===== src/rtl/z80_bus_pkg.sv =====
// z80_bus_pkg: shared types for the Z80 bus responder.
// FSM state encoding, bus cycle classification and the wait-state count type.
package z80_bus_pkg;

  // Responder FSM state, exposed on the debug port of the top.
  typedef logic [2:0] state_t;
  localparam state_t ST_IDLE = 3'd0;
  localparam state_t ST_REQ  = 3'd1;
  localparam state_t ST_CAPT = 3'd2;
  localparam state_t ST_WAIT = 3'd3;
  localparam state_t ST_DONE = 3'd4;

  // Classified CPU bus cycle.
  typedef enum logic [2:0] {
    CYC_MEM_RD,
    CYC_MEM_WR,
    CYC_IO_RD,
    CYC_IO_WR,
    CYC_INTACK,
    CYC_ILLEGAL
  } cycle_e;

  // Number of extra wait states (0..15).
  typedef logic [3:0] wait_cnt_t;

  // True when exactly one of the active-low read/write strobes is asserted.
  function automatic logic one_strobe(input logic rd_n, input logic wr_n);
    return rd_n ^ wr_n;
  endfunction

endpackage


===== src/rtl/z80_bus_responder_wait_gen.sv =====
// z80_wait_gen: loadable down-counter for inserted wait states.
// Loaded with the wait count on entry to the wait phase; done_o rises on the
// clock in which the last wait state is being spent, so the FSM leaves WAIT
// after exactly load_val_i cycles.
module z80_wait_gen
  import z80_bus_pkg::*;
(
  input  logic      clk_i,
  input  logic      rst_i,
  input  logic      load_i,
  input  logic      en_i,
  input  wait_cnt_t load_val_i,
  output logic      done_o
);

  wait_cnt_t cnt_q;

  // Count down while enabled; a load always wins.
  always_ff @(posedge clk_i or posedge rst_i) begin
    if (rst_i) begin
      cnt_q <= '0;
    end else if (load_i) begin
      cnt_q <= load_val_i;
    end else if (en_i && (cnt_q != '0)) begin
      cnt_q <= cnt_q - 4'd1;
    end
  end

  assign done_o = (cnt_q <= 4'd1);

endmodule


===== src/rtl/z80_bus_responder.sv =====
// z80_bus_responder: converts Z80 bus cycles into single-pulse requests on a
// synchronous memory port or I/O port, drives cpu_di and stretches the CPU
// cycle with wait_n.
// Optional feature: define Z80_BUS_RESP_INTACK_EN to service interrupt
// acknowledge cycles (intack pulse, int_vector on cpu_di); otherwise INTACK
// is treated as an illegal cycle.
//
// Handshake: a request strobe (mem_re/mem_we/io_re/io_we/intack) is a
// one-clock pulse with address/data stable while it is high; read data is
// expected on the matching rdata input exactly one clock after the pulse.
// Towards the CPU, wait_n stays low from classification until the read data
// is captured and all wait states have elapsed.
module z80_bus_responder
  import z80_bus_pkg::*;
#(
  parameter wait_cnt_t  MEM_WAIT  = 4'd0,
  parameter wait_cnt_t  IO_WAIT   = 4'd1,
  parameter logic [7:0] IDLE_DATA = 8'hFF
) (
  input  logic        clk,
  input  logic        reset,
  input  logic [15:0] cpu_a,
  input  logic [7:0]  cpu_do,
  output logic [7:0]  cpu_di,
  input  logic        m1_n,
  input  logic        mreq_n,
  input  logic        iorq_n,
  input  logic        rd_n,
  input  logic        wr_n,
  input  logic        rfsh_n,
  output logic        wait_n,
  output logic [15:0] mem_addr,
  output logic [7:0]  mem_wdata,
  output logic        mem_re,
  output logic        mem_we,
  input  logic [7:0]  mem_rdata,
  output logic [7:0]  io_addr,
  output logic [7:0]  io_wdata,
  output logic        io_re,
  output logic        io_we,
  input  logic [7:0]  io_rdata,
  input  logic [7:0]  int_vector,
  output logic        intack,
  output state_t      dbg_state_o
);

  state_t      state_q, state_d;
  cycle_e      cyc_q, cyc_d;
  logic [15:0] addr_q, addr_d;
  logic [7:0]  wdata_q, wdata_d;
  logic [7:0]  cpu_di_q, cpu_di_d;

  logic        is_refresh, is_mem, is_io, is_intack, is_illegal;
  wait_cnt_t   wait_load;
  logic        wait_done;

  // Classify the sampled strobes; refresh is checked first so it never
  // becomes a request, and MEM is checked before IO to give it priority.
  always_comb begin
    is_refresh = !mreq_n && !rfsh_n;
    is_illegal = (!mreq_n || !iorq_n) && !rd_n && !wr_n;
    is_mem     = !mreq_n && rfsh_n && one_strobe(rd_n, wr_n);
    is_intack  = !iorq_n && !m1_n;
    is_io      = !iorq_n && m1_n && one_strobe(rd_n, wr_n);
  end

  // I/O and INTACK cycles use the I/O wait count, memory cycles the memory one.
  always_comb begin
    wait_load = MEM_WAIT;
    if ((cyc_q == CYC_IO_RD) || (cyc_q == CYC_IO_WR) || (cyc_q == CYC_INTACK)) begin
      wait_load = IO_WAIT;
    end
  end

  // Next-state logic for the responder FSM and its latched cycle context.
  always_comb begin
    state_d  = state_q;
    cyc_d    = cyc_q;
    addr_d   = addr_q;
    wdata_d  = wdata_q;
    cpu_di_d = cpu_di_q;
    case (state_q)
      ST_IDLE: begin
        if (is_refresh) begin
          state_d = ST_IDLE;
        end else if (is_illegal) begin
          cyc_d    = CYC_ILLEGAL;
          cpu_di_d = IDLE_DATA;
          state_d  = ST_DONE;
        end else if (is_mem) begin
          cyc_d   = rd_n ? CYC_MEM_WR : CYC_MEM_RD;
          addr_d  = cpu_a;
          wdata_d = cpu_do;
          state_d = ST_REQ;
        end else if (is_intack) begin
`ifdef Z80_BUS_RESP_INTACK_EN
          cyc_d   = CYC_INTACK;
          addr_d  = cpu_a;
          state_d = ST_REQ;
`else
          cyc_d    = CYC_ILLEGAL;
          cpu_di_d = IDLE_DATA;
          state_d  = ST_DONE;
`endif
        end else if (is_io) begin
          cyc_d   = rd_n ? CYC_IO_WR : CYC_IO_RD;
          addr_d  = cpu_a;
          wdata_d = cpu_do;
          state_d = ST_REQ;
        end
      end
      ST_REQ: begin
        state_d = ST_CAPT;
      end
      ST_CAPT: begin
        case (cyc_q)
          CYC_MEM_RD: cpu_di_d = mem_rdata;
          CYC_IO_RD:  cpu_di_d = io_rdata;
`ifdef Z80_BUS_RESP_INTACK_EN
          CYC_INTACK: cpu_di_d = int_vector;
`endif
          default:    cpu_di_d = cpu_di_q;
        endcase
        state_d = (wait_load == '0) ? ST_DONE : ST_WAIT;
      end
      ST_WAIT: begin
        if (wait_done) begin
          state_d = ST_DONE;
        end
      end
      ST_DONE: begin
        // Hold until the CPU ends its cycle so one cycle gives one request.
        if (mreq_n && iorq_n) begin
          state_d = ST_IDLE;
        end
      end
      default: begin
        state_d = ST_IDLE;
      end
    endcase
  end

  // State and cycle-context registers; reset abandons any pending request.
  always_ff @(posedge clk or posedge reset) begin
    if (reset) begin
      state_q  <= ST_IDLE;
      cyc_q    <= CYC_ILLEGAL;
      addr_q   <= '0;
      wdata_q  <= '0;
      cpu_di_q <= IDLE_DATA;
    end else begin
      state_q  <= state_d;
      cyc_q    <= cyc_d;
      addr_q   <= addr_d;
      wdata_q  <= wdata_d;
      cpu_di_q <= cpu_di_d;
    end
  end

  z80_wait_gen u_wait_gen (
    .clk_i      (clk),
    .rst_i      (reset),
    .load_i     (state_q == ST_CAPT),
    .en_i       (state_q == ST_WAIT),
    .load_val_i (wait_load),
    .done_o     (wait_done)
  );

  // Strobes are decoded from registered state so reset drops them at once.
  always_comb begin
    mem_re = (state_q == ST_REQ) && (cyc_q == CYC_MEM_RD);
    mem_we = (state_q == ST_REQ) && (cyc_q == CYC_MEM_WR);
    io_re  = (state_q == ST_REQ) && (cyc_q == CYC_IO_RD);
    io_we  = (state_q == ST_REQ) && (cyc_q == CYC_IO_WR);
`ifdef Z80_BUS_RESP_INTACK_EN
    intack = (state_q == ST_REQ) && (cyc_q == CYC_INTACK);
`else
    intack = 1'b0;
`endif
    wait_n = !((state_q == ST_REQ) || (state_q == ST_CAPT) || (state_q == ST_WAIT));
  end

`ifndef Z80_BUS_RESP_INTACK_EN
  logic unused_int_vector;
  assign unused_int_vector = ^int_vector;
`endif

  assign mem_addr    = addr_q;
  assign mem_wdata   = wdata_q;
  assign io_addr     = addr_q[7:0];
  assign io_wdata    = wdata_q;
  assign cpu_di      = cpu_di_q;
  assign dbg_state_o = state_q;

endmodule

===== config.mk =====
export PLATFORM = sky130hd
export DESIGN_NAME = z80_bus_responder
export DESIGN_NICKNAME = d
export VERILOG_FILES = /design/src/rtl/z80_bus_pkg.sv /design/src/rtl/z80_bus_responder_wait_gen.sv /design/src/rtl/z80_bus_responder.sv
export SDC_FILE = /design/constraint.sdc
export NUM_CORES = 1
export LEC_CHECK = 0
export BUFFER_PORTS_ARGS = -buffer_cell sky130_fd_sc_hd__buf_2
export CAP_MARGIN = 25
export CORE_MARGIN = 2
export CORE_UTILIZATION = 49
export DETAILED_ROUTE_END_ITERATION = 12
export PLACE_DENSITY = 0.83
export SYNTH_ARGS = -nofsm -noshare
export SYNTH_HDL_FRONTEND = slang
export SYNTH_SLANG_ARGS = --single-unit

===== constraint.sdc =====
create_clock -name clk -period 2.7 [get_ports clk]
set_input_delay 0.27 -clock clk [delete_from_list [all_inputs] [get_ports clk]]
set_output_delay 0.27 -clock clk [all_outputs]
set_load 0.05 [all_outputs]

==> impl_metrics.env <==
export IMPL_numCtsBuffers=5
export IMPL_holdWs_ns=0.0934
export IMPL_cp_end_kind="flop"
export IMPL_hold_path_class="in2async"
export IMPL_grt_overflow=0
export IMPL_area_delta_synth_final_pct=23.2
export IMPL_place_gp_congestion=0.848
export IMPL_dr_total_vias=1633
export IMPL_grt_max_degree=43
export IMPL_synthTopCellsByCount="dfrtp_1, mux2_4, buf_4"
export IMPL_synth_main_ff_cell="dfrtp_1"
export IMPL_r2r_slack_ns=0.66
export IMPL_ios=113
export IMPL_antenna_found_initial=0
export IMPL_drt_iter0_drc=43
export IMPL_syn_area_per_cell_sq_um=12.2
export IMPL_grt_pass1_vias=1605
export IMPL_cp_data_required_time_ns=2.87
export IMPL_chipHeight_microns=71.6
export IMPL_fmax_mhz=490
export IMPL_routed_wl_mm=4.48
export IMPL_hold_viol=0
export IMPL_via_per_inst=5.01
export IMPL_core_area_sq_mm=0.00438
export IMPL_r2r_start="dbg_state_o[0]"
export IMPL_maxCapViolCount=0
export IMPL_ys_async_sr_fraction=1.00
export IMPL_synth_most_common_cell="dfrtp_1"
export IMPL_cts_root_buf="clkbuf_8"
export IMPL_cts_resized=0
export IMPL_syn_nets=242
export IMPL_clk_path_buf_depth=2
export IMPL_drive_gt1_frac=0.558
export IMPL_drv_slew=0
export IMPL_final_nets=332
export IMPL_max_slew_margin=0.589
export IMPL_final_core_utilization=0.630
export IMPL_hold_buffers=0
export IMPL_drc=0
export IMPL_htreeDepth=2
export IMPL_wl_per_cell_microns=13.7
export IMPL_yosys_area_top_type="dfrtp_1"
export IMPL_drtAntennaViolNets=0
export IMPL_critPathLaunchType="flop"
export IMPL_setup_viol=0
export IMPL_r2r_end="io_wdata[7]"
export IMPL_yosysSeqAreaShare=0.475
export IMPL_synth_area_sq_mm=0.00224
export IMPL_drtPass1Iterations=4
export IMPL_diodes=0
export IMPL_rr_worst_depth=4
export IMPL_cts_tree="built"
export IMPL_yosysUniqueCellTypes=41
export IMPL_post_route_min_period_ns=2.04
export IMPL_dp_hpwl_mm=3.48
export IMPL_finClkSkew_ns=0.00996
export IMPL_clock_latency_ns=0.29
export IMPL_yosysWarnings=0
export IMPL_num_rows=24
export IMPL_rsz0062_at_grt="false"
export IMPL_synth_enable_flop_cells=0
export IMPL_die_w_microns=71.6
export IMPL_die_area_sq_mm=0.00513
export IMPL_worst_pin_slew_ns=0.613
export IMPL_synthTopCellsByArea="dfrtp_1, mux2_4, dfstp_2, buf_4, mux2i_1"
export IMPL_port_buffers=103
export IMPL_synth_top_area_frac=0.357
export IMPL_cp_arrival_ns=2.21
export IMPL_fill_cells=355
export IMPL_cts_sinks=42
export IMPL_status="finished, final reports clean"
export IMPL_postCtsSetupRepairBufs=0
export IMPL_cts_reportedPaths_clkPinSlew_ns=0.08
export IMPL_start_util=0.511
export IMPL_grtUsageTotal=0.170
export IMPL_post_route_period_util=0.756
export IMPL_synthCells=183
export IMPL_grt_pass1_wl_mm=6.89
export IMPL_cp_max_fo=24
export IMPL_critical_path_class="reg2reg"
export IMPL_ys_ff_latch=42
[registers in the layout, indices dropped and copies added (netlist names)]
signal            count
dbg_state_o           3
mem_addr             16
io_wdata              8
cyc_q                 3
u_wait_gen.cnt_q      4
cpu_di                8
[cell usage in the layout (no fill, tap or decap), drive strengths merged, types with 2 or more instances in the layout]
master | netlist | routed
a211o | 2 | 2
o21ai | 5 | 5
nor2b | 3 | 3
inv | 8 | 8
buf | 22 | 106
nor2 | 9 | 9
nand2b | 4 | 4
mux2 | 25 | 25
dfstp | 10 | 10
nor3 | 3 | 3
xor2 | 2 | 2
a21oi | 2 | 2
a211oi | 2 | 2
nor4 | 3 | 3
ha | 3 | 3
dfrtp | 32 | 32
nand2 | 10 | 10
a21o | 2 | 2
mux2i | 10 | 10
a31oi | 2 | 2
nand3 | 2 | 2
or2 | 2 | 2
o211ai | 2 | 2
a2bb2oi | 8 | 8
clkbuf | 1 | 6
[worst max-delay path by stage]
stage                   start          end  cells past startpoint
3_3_place_gp   dbg_state_o[0]  mem_addr[4]                      4
2_1_floorplan  dbg_state_o[1]       mem_re                      4
3_5_place_dp   dbg_state_o[0]  io_wdata[7]                      4
6_report       dbg_state_o[0]  io_wdata[7]                      4
5_1_grt        dbg_state_o[1]       mem_re                      4
4_1_cts        dbg_state_o[0]  io_wdata[7]                      4
[cell type report]
type	instances	area, sq um	area share
clock buffers	6	72.6	0.0263
inverters	8	30.0	0.0109
flip-flops and latches	42	1060	0.385
repair buffers	106	538	0.195
clock inverters	2	37.5	0.0136
well taps	52	65.1	0.0236
multi-input cells	110	953	0.345
[metrics by stage]
stage / worst slack, ns / std cells / instance area, sq um / setup TNS, ns
after floorplan: -0.142 / 183 / 2240 / -0.284
after global placement: 0.670 / 318 / 2650 / 0
after detailed placement: 0.654 / 318 / 2650 / 0
after CTS: 0.647 / 326 / 2760 / 0
after global routing: 0.509 / 326 / 2760 / 0
final: 0.658 / 326 / 2760 / 0
[critical path: stages, from the launching register on]
cell and delay, ns:
dfrtp_1 0.47, or4_4 0.60, nor2_4 0.10, buf_4 0.38, mux2_2 0.38
[per-layer routing]
metal  wire length [microns]  vias up  part of all wire  track usage
li1                        -      804                 -            -
met1                    1780      768              0.40        0.195
met2                    2380       54              0.53        0.305
met3                     274        7             0.061       0.0422
met4                      53        0             0.012       0.0650
met5                       0        -                 0            0
[cell families (layout without fill, tap and decap cells)]
kind of cell | after synthesis | count (layout) | share of synthesized area
mux | 35 | 35 | 0.204
compound gates | 28 | 28 | 0.0927
fa+ha+maj | 3 | 3 | 0.0168
other cells | 1 | 1 | 0.00167
flops | 42 | 42 | 0.475
simple gates | 40 | 40 | 0.0988
buf+inv | 31 | 122 | 0.0999
xor+xnor | 3 | 3 | 0.0117
Power is not shown: default switching activity piles up to over one toggle a cycle in this logic, so the estimate is an artifact.
